[src/rtl/buffer_ex_mem.sv]
// rtl/buffer_ex_mem.sv - EX->MEM pipeline register with valid/ready handshake and 2-entry skid stage
//
// Holds EX results for the MEM stage. A head entry drives the outputs; a skid
// entry absorbs one extra instruction when MEM stalls, so the upstream ready can
// come from a register instead of combinationally from i_ready.
//
// Ports:
//   clk, rst_n                  clock, asynchronous active-low reset
//   i_valid / o_ready           EX-side handshake
//   i_alu_result, i_store_data,
//   i_address_pc,
//   i_write_address,
//   i_reg_write, i_mem_read,
//   i_mem_write                 EX results for one instruction
//   i_flush                     squash every held entry and any same-cycle accept
//   o_valid / i_ready           MEM-side handshake
//   o_alu_result .. o_mem_write head-entry fields (controls gated by o_valid)
//   o_stall_count               saturating count of cycles with o_valid & ~i_ready
module buffer_ex_mem #(
   parameter int DATA_W = 32,
   parameter int ADDR_W = 5,
   parameter int CNT_W  = 16
) (
   input  logic              clk,
   input  logic              rst_n,
   input  logic              i_valid,
   output logic              o_ready,
   input  logic [DATA_W-1:0] i_alu_result,
   input  logic [DATA_W-1:0] i_store_data,
   input  logic [DATA_W-1:0] i_address_pc,
   input  logic [ADDR_W-1:0] i_write_address,
   input  logic              i_reg_write,
   input  logic              i_mem_read,
   input  logic              i_mem_write,
   input  logic              i_flush,
   output logic              o_valid,
   input  logic              i_ready,
   output logic [DATA_W-1:0] o_alu_result,
   output logic [DATA_W-1:0] o_store_data,
   output logic [DATA_W-1:0] o_address_pc,
   output logic [ADDR_W-1:0] o_write_address,
   output logic              o_reg_write,
   output logic              o_mem_read,
   output logic              o_mem_write,
   output logic [CNT_W-1:0]  o_stall_count
);

   typedef enum logic [1:0] {
      ST_EMPTY = 2'd0,
      ST_BUSY  = 2'd1,
      ST_FULL  = 2'd2
   } state_t;

   state_t state_q, state_d;
   logic   ready_q;

   logic accept;
   logic deliver;
   logic load_head_in;
   logic load_head_skid;
   logic load_skid;

   logic [DATA_W-1:0] head_alu, head_sd, head_pc;
   logic [ADDR_W-1:0] head_wa;
   logic              head_rw, head_mr, head_mw;

   logic [DATA_W-1:0] skid_alu, skid_sd, skid_pc;
   logic [ADDR_W-1:0] skid_wa;
   logic              skid_rw, skid_mr, skid_mw;

   logic [CNT_W-1:0]  stall_q;

   // o_valid decodes registered state only, so reset clears it immediately.
   assign o_valid = (state_q != ST_EMPTY);
   assign o_ready = ready_q;
   assign accept  = i_valid & ready_q;
   assign deliver = o_valid & i_ready;

   always_comb begin
      state_d        = state_q;
      load_head_in   = 1'b0;
      load_head_skid = 1'b0;
      load_skid      = 1'b0;
      case (state_q)
         ST_EMPTY: begin
            if (accept) begin
               load_head_in = 1'b1;
               state_d      = ST_BUSY;
            end
         end
         ST_BUSY: begin
            if (accept && deliver) begin
               load_head_in = 1'b1;
            end else if (accept) begin
               load_skid = 1'b1;
               state_d   = ST_FULL;
            end else if (deliver) begin
               state_d = ST_EMPTY;
            end
         end
         ST_FULL: begin
            // Skid only moves up after the head leaves, preserving program order.
            if (deliver) begin
               load_head_skid = 1'b1;
               state_d        = ST_BUSY;
            end
         end
         default: state_d = ST_EMPTY;
      endcase
      // Squash wins over everything, including an instruction accepted this cycle.
      if (i_flush) begin
         state_d        = ST_EMPTY;
         load_head_in   = 1'b0;
         load_head_skid = 1'b0;
         load_skid      = 1'b0;
      end
   end

   always_ff @(posedge clk or negedge rst_n) begin
      if (!rst_n) begin
         state_q <= ST_EMPTY;
         ready_q <= 1'b1;
      end else begin
         state_q <= state_d;
         ready_q <= (state_d != ST_FULL);
      end
   end

   always_ff @(posedge clk or negedge rst_n) begin
      if (!rst_n) begin
         head_alu <= '0;
         head_sd  <= '0;
         head_pc  <= '0;
         head_wa  <= '0;
         head_rw  <= 1'b0;
         head_mr  <= 1'b0;
         head_mw  <= 1'b0;
      end else if (load_head_in) begin
         head_alu <= i_alu_result;
         head_sd  <= i_store_data;
         head_pc  <= i_address_pc;
         head_wa  <= i_write_address;
         head_rw  <= i_reg_write;
         head_mr  <= i_mem_read;
         head_mw  <= i_mem_write;
      end else if (load_head_skid) begin
         head_alu <= skid_alu;
         head_sd  <= skid_sd;
         head_pc  <= skid_pc;
         head_wa  <= skid_wa;
         head_rw  <= skid_rw;
         head_mr  <= skid_mr;
         head_mw  <= skid_mw;
      end
   end

   always_ff @(posedge clk or negedge rst_n) begin
      if (!rst_n) begin
         skid_alu <= '0;
         skid_sd  <= '0;
         skid_pc  <= '0;
         skid_wa  <= '0;
         skid_rw  <= 1'b0;
         skid_mr  <= 1'b0;
         skid_mw  <= 1'b0;
      end else if (load_skid) begin
         skid_alu <= i_alu_result;
         skid_sd  <= i_store_data;
         skid_pc  <= i_address_pc;
         skid_wa  <= i_write_address;
         skid_rw  <= i_reg_write;
         skid_mr  <= i_mem_read;
         skid_mw  <= i_mem_write;
      end
   end

   // Flush deliberately leaves the counter alone; only reset clears it.
   always_ff @(posedge clk or negedge rst_n) begin
      if (!rst_n) begin
         stall_q <= '0;
      end else if (o_valid && !i_ready && (stall_q != {CNT_W{1'b1}})) begin
         stall_q <= stall_q + {{(CNT_W-1){1'b0}}, 1'b1};
      end
   end

   assign o_alu_result    = head_alu;
   assign o_store_data    = head_sd;
   assign o_address_pc    = head_pc;
   assign o_write_address = head_wa;
   assign o_reg_write     = head_rw & o_valid;
   assign o_mem_read      = head_mr & o_valid;
   assign o_mem_write     = head_mw & o_valid;
   assign o_stall_count   = stall_q;

endmodule

[config.mk]
export PLATFORM = sky130hd
export DESIGN_NAME = buffer_ex_mem
export DESIGN_NICKNAME = d
export VERILOG_FILES = /design/src/rtl/buffer_ex_mem.sv
export SDC_FILE = /design/constraint.sdc
export NUM_CORES = 1
export LEC_CHECK = 0
export CAP_MARGIN = 20
export CORE_MARGIN = 1.5
export CORE_UTILIZATION = 50
export CTS_CLUSTER_DIAMETER = 200
export DETAILED_ROUTE_END_ITERATION = 10
export PLACE_DENSITY_LB_ADDON = 0.3
export SLEW_MARGIN = 20
export SYNTH_ARGS = -nofsm -noshare
export SYNTH_HDL_FRONTEND = slang
export SYNTH_SLANG_ARGS = --single-unit
[constraint.sdc]
create_clock -name clk -period 2.25 [get_ports clk]
set_input_delay 0.675 -clock clk [delete_from_list [all_inputs] [get_ports clk]]
set_output_delay 0.675 -clock clk [all_outputs]
set_load 0.03 [all_outputs]
==> results by group <==
Run status
  • Status: complete, no violations

Min path
  • Hold Crit Class: in2async

STA
  • Rel. slew slack: 0.688
  • Final hold slack: 0.0645 ns
  • Clock Skew: 0.00835 ns
  • Final Cycle Share: 0.990
  • Fmax: 449 MHz
  • Hold Fails Final Rpt: 0
  • Final setup vio count: 0
  • Worst-margin pin slew: 0.469 ns
  • Pins over their slew limit: 0
  • Min Tclk post-route: 2.23 ns
  • RSZ-0062 raised after global routing: yes

Clocking
  • CTS Sinks: 227
  • Hold_buf cts: 0
  • Total setup buffers inserted after CTS: 0
  • Clock transition at the registers of the reported paths: 0.06 ns
  • Number of buffers created by CTS: 25
  • Root Driver: clkbuf_16
  • Htree depth: 1
  • Skew-Pair Late Insertion Delay: 0.52 ns
  • TritonCTS clock tree: built
  • Max clock buf depth: 3

Floorplan
  • Core area: 19300 sq um
  • DIE WIDTH: 143 um
  • Row count: 51
  • Ports: 231
  • Initial core utilization: 0.507
  • DIE AREA: 20500 sq um
  • DIE HEIGHT: 143 um

Power
  • Sequential Power Share: 0.436
  • Clock Power Share: 0.315
  • Sw Ratio: 0.304
  • P_leak: 6.70 nW
  • Pwr/cell area: 979 nW/um^2
  • Int Pwr: 9.13 mW
  • Peak VDD IR: 0.629 mV
  • Share of total power in combinational logic: 0.249
  • Net Sw Power: 3.99 mW

Cells and area
  • ANT cells: 0
  • Most common cell after layout, fill and taps aside: dfrtp_1
  • Share of cells above drive strength 1: 0.256
  • Fill count: 1381
  • Sequential cell area: 5680 sq um
  • Fin area: 13400 sq um
  • Footprint of the multi-input gates: 3810 sq um
  • Fin nets: 1116
  • Area delta synth->final: 36.5%
  • Commonest cells after routing, fill and taps aside: 224 x dfrtp_1, 218 x nand2_1, 132 x clkdlybuf4s50_1

Global route
  • Vias in the first global route: 7181
  • First-pass GRT wire length: 36700 um
  • Pin count of the biggest net entering global routing: 53
  • Initial antenna violation count: 0
  • GRT Overall Usage: 0.225
  • Gr ovfl total: 0

Worst setup path
  • Crit-path leading delay family: buffers and inverters
  • Critical Path, Cell by Cell: clkdlybuf4s50_1
  • Worst Setup SP: o_address_pc[0]
  • Crit. End Element: output pin
  • Crit path kind: reg2out
  • CP peak stage delay: 0.68 ns
  • Startpoint Class: flip-flop
  • Worst path bufs/invs: 1
  • Reg-to-reg startpoint: o_stall_count[0]
  • CP Max Fanout: 2
  • Crit-path slowest cell: clkdlybuf4s50_1
  • Critical Path AT: 1.55 ns
  • Req. time, crit path: 1.57 ns

Synthesis
  • Asr flop ratio synth: 1.00
  • Yosys reg bits: 227
  • Post-synthesis cell type count: 36
  • Synth Cell Area: 9810 sq um
  • Ys Warns: 0
  • Synth Instances: 767
  • Post-synth EDFFs: 0
  • Synthesized Nets: 877
  • Synthesized area per cell: 12.8 sq um
  • Register area share after synthesis: 0.579
  • Top_reg_cell synth: dfrtp_1

Routing
  • Via-to-Cell Ratio: 5.31
  • Vias post-DR: 6843
  • First-pass DRT Iterations: 4
  • Detailed Route WL: 22800 um
  • WL/cell: 17.7 um
  • Final ANT Viol Nets: 0
  • Iter 0 DRT Violations: 213
  • Drt drc: 0

Place
  • I/O Buffers: 230
  • Hpwl dp: 15000 um
  • Placed cell area: 12600 sq um
  • Final Wtd Congestion: 0.802

Flow run
  • Max-Cap Viols: 0
[final timing paths]
kind | cells after the start | end | slack [ns]
worst min-delay path | 1 | o_stall_count[4] | 0.06
worst max register to register | 6 | o_stall_count[9] | 0.29
worst min register to register | 2 | o_address_pc[15] | 0.47
worst max-delay path | 1 | o_address_pc[0] | 0.02
min in group clk | 2 | o_address_pc[15] | 0.47
max in group asynchronous | 2 | skid_pc[6] | 1.49
[metrics by stage]
stage,util,setup TNS (ns),cells,setup WS [ns],total power [mW]
detailed placement,0.649,-8.79,1244,-0.129,9.23
global route,0.693,-0.0236,1289,-0.0236,13.7
finish,0.693,0,1289,0.0231,13.1
CTS,0.689,0,1289,0.000228,13.3
global placement,0.649,-6.82,1244,-0.0735,9.11
floorplan,-,0,767,0.423,7.69
[synth_stat cells, drive strengths merged (2+ instances only)]
library cell	n	share of area
dfrtp	226	0.58
and4bb	3	0.0042
mux2	105	0.14
xor2	15	0.013
nor3b	2	0.0026
and2	2	0.0013
o21a	2	0.0015
buf	43	0.033
nor2	5	0.0022
nor4	4	0.0051
a22oi	104	0.11
nor2b	4	0.0026
nand2	219	0.084
inv	2	0.00077
nand4	4	0.0026
nor3	7	0.0061
and3	4	0.0026
clkbuf	6	0.0023
[state kept, by name, indices dropped and copies added, names as in the netlist, 2 cells and up]
name             cells
skid_alu            32
o_stall_count       16
skid_pc             32
o_write_address      5
skid_wa              5
o_alu_result        32
state_q              2
skid_sd             32
o_store_data        32
o_address_pc        32
[per-layer routing]
layer / share of wire / vias up / global-route usage
met5: 0 / - / 0
met4: 0.030 / 0 / 0.0749
met3: 0.049 / 54 / 0.0355
met2: 0.49 / 205 / 0.384
met1: 0.43 / 3442 / 0.294
li1: - / 3142 / -
[cell families after synthesis]
family,Yosys count,share of synthesized area
AO/OA/AOI/OAI,109,0.114
flip-flops,227,0.579
buffers and inverters,51,0.0357
XOR/XNOR,15,0.0134
AND/OR/NAND/NOR,258,0.116
adder cells (fa/ha/maj),1,0.00128
multiplexers,106,0.140
[power groups by stage]
stage / Combinational, mW / Clock (mW) / Sequential [mW]
after floorplan: 1.25 / 0 / 6.43
after global placement: 3.38 / 0 / 5.73
after detailed placement: 3.46 / 0 / 5.76
after CTS: 3.33 / 4.24 / 5.71
after global routing: 3.51 / 4.39 / 5.83
final: 3.27 / 4.13 / 5.71
[what timing repair did]
item | in CTS | in global routing
pin swaps | 0 | 1
endpoints found under the setup margin | 65 | 36
gates cloned | 0 | 0
resized for setup | 75 | 37
[layout make-up]
| cell class | instances | share of cell area |
|---|---|---|
| clock inverter | 13 | 0.0114 |
| tap | 265 | 0.0248 |
| timing repair buffer | 261 | 0.203 |
| multi-input combinational | 489 | 0.284 |
| sequential | 227 | 0.424 |
| inverter | 2 | 0.000561 |
| clock buffer | 32 | 0.0509 |
No activity file was read; power rests on OpenSTA's default activity.
